File: src/rtl/dmem_arb_pkg.sv
// Shared types for the data-memory port arbiter.
// Arbitration state and port-ownership encodings.
package dmem_arb_pkg;

  typedef enum logic [0:0] {
    ARB,
    LOCKED
  } arb_state_e;

  typedef enum logic [1:0] {
    OWN_NONE,
    OWN_CPU,
    OWN_DBG
  } owner_e;

endpackage

File: src/rtl/dmem_wait_counter.sv
// Saturating starvation counter for the debug port.
// Counts cycles DBG waits with its request high.
module dmem_wait_counter #(
  parameter int MAX_WAIT = 4
) (
  input  logic clk,
  input  logic rst_n,
  input  logic i_req,
  input  logic i_gnt,
  output logic o_at_max
);

  localparam int CW = $clog2(MAX_WAIT + 1);

  logic [CW-1:0] r_cnt;
  logic          w_at_max;

  assign w_at_max = (r_cnt == CW'(MAX_WAIT));
  assign o_at_max = w_at_max;

  // Clear on grant or idle, else count up and saturate
  always_ff @(posedge clk or negedge rst_n) begin
    if (!rst_n) begin
      r_cnt <= '0;
    end else if (!i_req || i_gnt) begin
      r_cnt <= '0;
    end else if (!w_at_max) begin
      r_cnt <= r_cnt + CW'(1);
    end
  end

endmodule

File: src/rtl/dmem_port_arbiter.sv
// Shares the single-port data memory between CPU and DBG.
// CPU has priority; DBG has a starvation guard and lock.
module dmem_port_arbiter
  import dmem_arb_pkg::*;
#(
  parameter int WIDTH    = 32,
  parameter int AW       = 32,
  parameter int MAX_WAIT = 4
) (
  input  logic             clk,
  input  logic             rst_n,
  input  logic             cpu_req,
  input  logic             cpu_we,
  input  logic [AW-1:0]    cpu_addr,
  input  logic [WIDTH-1:0] cpu_wdata,
  output logic             cpu_stall,
  output logic             cpu_rvalid,
  output logic [WIDTH-1:0] cpu_rdata,
  input  logic             dbg_req,
  input  logic             dbg_we,
  input  logic [AW-1:0]    dbg_addr,
  input  logic [WIDTH-1:0] dbg_wdata,
  input  logic             dbg_lock,
  output logic             dbg_gnt,
  output logic             dbg_rvalid,
  output logic [WIDTH-1:0] dbg_rdata,
  output logic [AW-1:0]    mem_a,
  output logic [WIDTH-1:0] mem_wd,
  output logic             mem_we,
  input  logic [WIDTH-1:0] mem_rd
);

  arb_state_e r_state;
  arb_state_e w_state_nxt;
  owner_e     w_own;
  logic       w_at_max;
  logic       w_dbg_gnt;
  logic       r_cpu_rv;
  logic       r_dbg_rv;

  dmem_wait_counter #(
    .MAX_WAIT (MAX_WAIT)
  ) u_wait (
    .clk      (clk),
    .rst_n    (rst_n),
    .i_req    (dbg_req),
    .i_gnt    (w_dbg_gnt),
    .o_at_max (w_at_max)
  );

  // Pick this cycle's owner of the memory port
  always_comb begin
    w_own = OWN_NONE;
    unique case (r_state)
      ARB: begin
        if (dbg_req && (!cpu_req || w_at_max))
          w_own = OWN_DBG;
        else if (cpu_req)
          w_own = OWN_CPU;
      end
      LOCKED: begin
        if (dbg_req)
          w_own = OWN_DBG;
      end
      default: w_own = OWN_NONE;
    endcase
  end

  assign w_dbg_gnt = (w_own == OWN_DBG);
  assign dbg_gnt   = w_dbg_gnt;
  assign cpu_stall = cpu_req && (w_own != OWN_CPU);

  // Lock entry on a locked DBG grant, exit when lock drops
  always_comb begin
    w_state_nxt = r_state;
    unique case (r_state)
      ARB:     if (w_dbg_gnt && dbg_lock) w_state_nxt = LOCKED;
      LOCKED:  if (!dbg_lock) w_state_nxt = ARB;
      default: w_state_nxt = ARB;
    endcase
  end

  // Arbitration state register
  always_ff @(posedge clk or negedge rst_n) begin
    if (!rst_n) r_state <= ARB;
    else        r_state <= w_state_nxt;
  end

  // Route the winner onto the memory port
  always_comb begin
    mem_a  = cpu_addr;
    mem_wd = cpu_wdata;
    mem_we = 1'b0;
    unique case (w_own)
      OWN_CPU: mem_we = cpu_we;
      OWN_DBG: begin
        mem_a  = dbg_addr;
        mem_wd = dbg_wdata;
        mem_we = dbg_we;
      end
      default: mem_we = 1'b0;
    endcase
  end

  // Remember who issued a read so data returns to them
  always_ff @(posedge clk or negedge rst_n) begin
    if (!rst_n) begin
      r_cpu_rv <= 1'b0;
      r_dbg_rv <= 1'b0;
    end else begin
      r_cpu_rv <= (w_own == OWN_CPU) && !cpu_we;
      r_dbg_rv <= (w_own == OWN_DBG) && !dbg_we;
    end
  end

  assign cpu_rvalid = r_cpu_rv;
  assign dbg_rvalid = r_dbg_rv;
  assign cpu_rdata  = mem_rd;
  assign dbg_rdata  = mem_rd;

endmodule
File: config.mk
export PLATFORM = sky130hd
export DESIGN_NAME = dmem_port_arbiter
export DESIGN_NICKNAME = d
export VERILOG_FILES = /design/src/rtl/dmem_arb_pkg.sv /design/src/rtl/dmem_wait_counter.sv /design/src/rtl/dmem_port_arbiter.sv
export SDC_FILE = /design/constraint.sdc
export NUM_CORES = 1
export LEC_CHECK = 0
export ABC_AREA = 1
export CORE_AREA = 2 2 116 118
export DETAILED_ROUTE_END_ITERATION = 6
export DIE_AREA = 0 0 118 120
export PLACE_DENSITY = 0.64
export SLEW_MARGIN = 20
export SYNTH_ARGS = -nofsm -noshare
export SYNTH_HDL_FRONTEND = slang
export SYNTH_SLANG_ARGS = --single-unit
File: constraint.sdc
create_clock -name clk -period 4.03 [get_ports clk]
set_input_delay 0.806 -clock clk [delete_from_list [all_inputs] [get_ports clk]]
set_output_delay 0.806 -clock clk [all_outputs]
set_load 0.01 [all_outputs]
==> out/qor.log, run 1 <==
[status] outcome finished, final reports clean
[cts] clock transition time at the flip-flop clock pins of the worst setup and hold paths 0.03 ns
[global_routing] Congestion Overflow GR 0
[cts] clock tree from TritonCTS yes
[final_layout] fill cell total of the finished layout 1436
[logic_synthesis] mean instance size in the synthesized netlist 5.20 um^2
[worst_setup_path] reg2reg setup slack 2.15 ns
[final_layout] commonest non-fill, non-tap cell in the layout sky130_fd_sc_hd__clkdlybuf4s50_1
[placed_design] post-placement cell count 620
[drt] number of detailed-route iterations in the first pass 4
[sta] final period utilization 93.1%
[power] final total power 636 uW
[die] die extent in x 118 um
[cts] # clock sinks 6
[die] Placeable Area 13000 um^2
[logic_synthesis] net count after synthesis 486
[global_routing] first-pass GRT wire length 10200 um
[drt] number of DRC markers after the initial detailed-route iteration 51
[worst_setup_path] CP Class in -> out
[min_path] type of the worst min-delay path reg -> reg
[run] max-capacitance violation count 0
[placed_design] Post-DP HPWL 5520 um
[placed_design] Post-Place Setup Slack 0.256 ns
[power] total power density per cell area 184 nW/um^2
[sta] final hold viol count 0
[final_layout] Post-layout nets 620
[logic_synthesis] Seq/Total Area, Yosys 9.17%
[worst_setup_path] kind of launch point of the worst setup path input port
[final_layout] number of cells in the finished layout apart from fillers 623
[cts] hold bufs inserted after CTS 0
[global_routing] maximum number of pins on one net before global-route repair 38
[final_layout] utilization of the core after routing 26.7%
[final_layout] Area Overhead vs Synth 111%
[global_routing] initial antenna violation count 0
[sta] Worst Clk Skew 0.00130 ns
[cts] clock buffer depth 2
[sta] actual transition at the worst max-transition pin 0.313 ns
[sta] post-layout minimum cycle time 3.75 ns
[worst_setup_path] WP data required 3.22 ns
[drt] average via count per standard cell 3.48
[logic_synthesis] dominant cells by area after synthesis sky130_fd_sc_hd__nand2_1 46%, sky130_fd_sc_hd__buf_4 34%, sky130_fd_sc_hd__dfrtp_1 9.2%, sky130_fd_sc_hd__ha_1 3.1%, sky130_fd_sc_hd__inv_1 2.3%
[die] die outline area 14200 um^2
[placed_design] GP Congestion 0.672
[sta] worst hold margin 0.493 ns
[logic_synthesis] unique cell type count in the Yosys netlist 13
[final_layout] proportion of layout cells with a drive suffix above 1 2.01%
[sta] setup violators final 0
[logic_synthesis] Synth Register Bits 6
[placed_design] Placed Instance Area 3390 um^2
[cts] total clock buffers created by CTS 3
[die] vertical die dimension 120 um
[drt] detailed-route wire length per cell 10.5 um
[final_layout] n_diodes 0
[logic_synthesis] area fraction of the dominant cell type after synthesis 46.3%
[die] effective utilization at floorplan 12.6%
[global_routing] number of global-route vias before repair 2063
[cts] root buffer cell sky130_fd_sc_hd__clkbuf_16
[cts] insertion delay of the later-clocked pin in the worst-skew pair 0.23 ns
[sta] final setup slack of the worst path 0.278 ns
[power] IR drop worst, VDD 250 uV
[cts] post-CTS setup buffer count 0
[cts] PostCTS Resize Cnt 0
[drt] DR vias 2167
[placed_design] input/output buffers 203
[sta] setup tns final 0 ns
[die] I/O pin total 300
[sta] total count of max-transition violations in the final report 0
[logic_synthesis] cell count after synthesis 315
[global_routing] all-layer global routing usage 8.72%
[die] number of placement rows 42
[logic_synthesis] number of warnings issued by yosys 0
[final_layout] final cell area excluding filler cells 3460 um^2
[logic_synthesis] post-synthesis instance area 1640 um^2
[sta] Fmax 267 MHz
[worst_setup_path] arrival time worst endpoint 2.95 ns
[sta] RSZ-0062 raised after global routing false
[cts] H-tree lvl count 1
[sta] remaining max-slew budget at the tightest pin 79.1%
[power] leakage power 1.62 nW
[drt] number of design rule violations left after detail routing 0
[logic_synthesis] post-synth top area cell sky130_fd_sc_hd__nand2_1
[final_layout] top library cells by usage in the layout, fill and taps aside 203 x sky130_fd_sc_hd__clkdlybuf4s50_1, 202 x sky130_fd_sc_hd__nand2_1, 10 x sky130_fd_sc_hd__inv_1
[worst_setup_path] critical path capture point type output port
[worst_setup_path] Critical Path Fanout Max 31
[drt] detailed-route wire length 6570 um
[drt] post-route ant nets 0
## final cells by class
class                           instances  area (um^2)  share of cell area [%]
Clock buffer                            3         75.1                    2.17
Inverter                               11         41.3                    1.19
Multi-Input combinational cell        220          875                    25.3
Sequential cell                         6          150                    4.34
Tap cell                              176          220                    6.36
Timing Repair Buffer                  207         2100                    60.7
## power by group
part	internal, mW	total (mW)	switching [mW]
logic	0.258	0.409	0.151
clock network	0.127	0.158	0.0313
registers	0.0653	0.0680	0.00274
## final timing paths
path,from,to,depth (start not counted)
setup / recovery,dbg_req,mem_we,8
hold / removal,r_state,r_state,1
setup reg to reg,u_wait.r_cnt[0],u_wait.r_cnt[0],11
hold reg to reg,r_state,r_state,1
max in group asynchronous,rst_n,u_wait.r_cnt[0],1
min in group asynchronous,rst_n,cpu_rvalid,1
## logic make-up after synthesis
| logic type | synth area share [%] |
|---|---|
| buffers and inverters | 37.6 |
| AND/OR/NAND/NOR | 49.1 |
| flip-flops | 9.17 |
| adder cells (fa/ha/maj) | 3.06 |
| AO/OA/AOI/OAI | 1.07 |
## synthesized netlist by cell type
cell type	instances
sky130_fd_sc_hd__inv_2	1
sky130_fd_sc_hd__ha_1	4
sky130_fd_sc_hd__a21oi_1	1
sky130_fd_sc_hd__inv_1	10
sky130_fd_sc_hd__nand2_1	202
sky130_fd_sc_hd__nand3_1	4
sky130_fd_sc_hd__buf_4	74
sky130_fd_sc_hd__dfrtp_1	6
sky130_fd_sc_hd__buf_2	3
sky130_fd_sc_hd__clkbuf_1	1
sky130_fd_sc_hd__o21ai_0	1
sky130_fd_sc_hd__nor2_1	7
sky130_fd_sc_hd__o21a_1	1
## sequential cells by signal, summed over array words and instances (netlist names)
| register | count |
|---|---|
| cpu_rvalid | 1 |
| dbg_rvalid | 1 |
| r_state | 1 |
| u_wait.r_cnt | 3 |
## worst max-delay path, stage by stage
cell	delay, ns
sky130_fd_sc_hd__clkdlybuf4s50_1	0.48
sky130_fd_sc_hd__inv_1	0.05
sky130_fd_sc_hd__o21ai_0	0.24
sky130_fd_sc_hd__ha_2	0.27
sky130_fd_sc_hd__buf_4	0.31
sky130_fd_sc_hd__nand2_1	0.08
sky130_fd_sc_hd__a21oi_1	0.15
sky130_fd_sc_hd__clkdlybuf4s50_1	0.55
## layer usage
metal | track usage [%] | wire length (um) | up-vias
li1 | - | - | 1134
met4 | 3.99 | 246 | 0
met1 | 9.70 | 2480 | 857
met5 | 0 | 0 | -
met3 | 2.71 | 728 | 35
met2 | 15.2 | 3110 | 141
(Power assumes the default switching activity.)
==> run 2, diff against run 1 <==
Settings changed: CTS_CLUSTER_SIZE set to 16.
==> results of run 2 <==
No change in the layout: final DEF, timing and power equal those of run 1.
==> run 3, diff against run 2 <==
Settings changed: TNS_END_PERCENT set to 20.
==> results of run 3 <==
No change in the layout: final DEF, timing and power equal those of run 1.
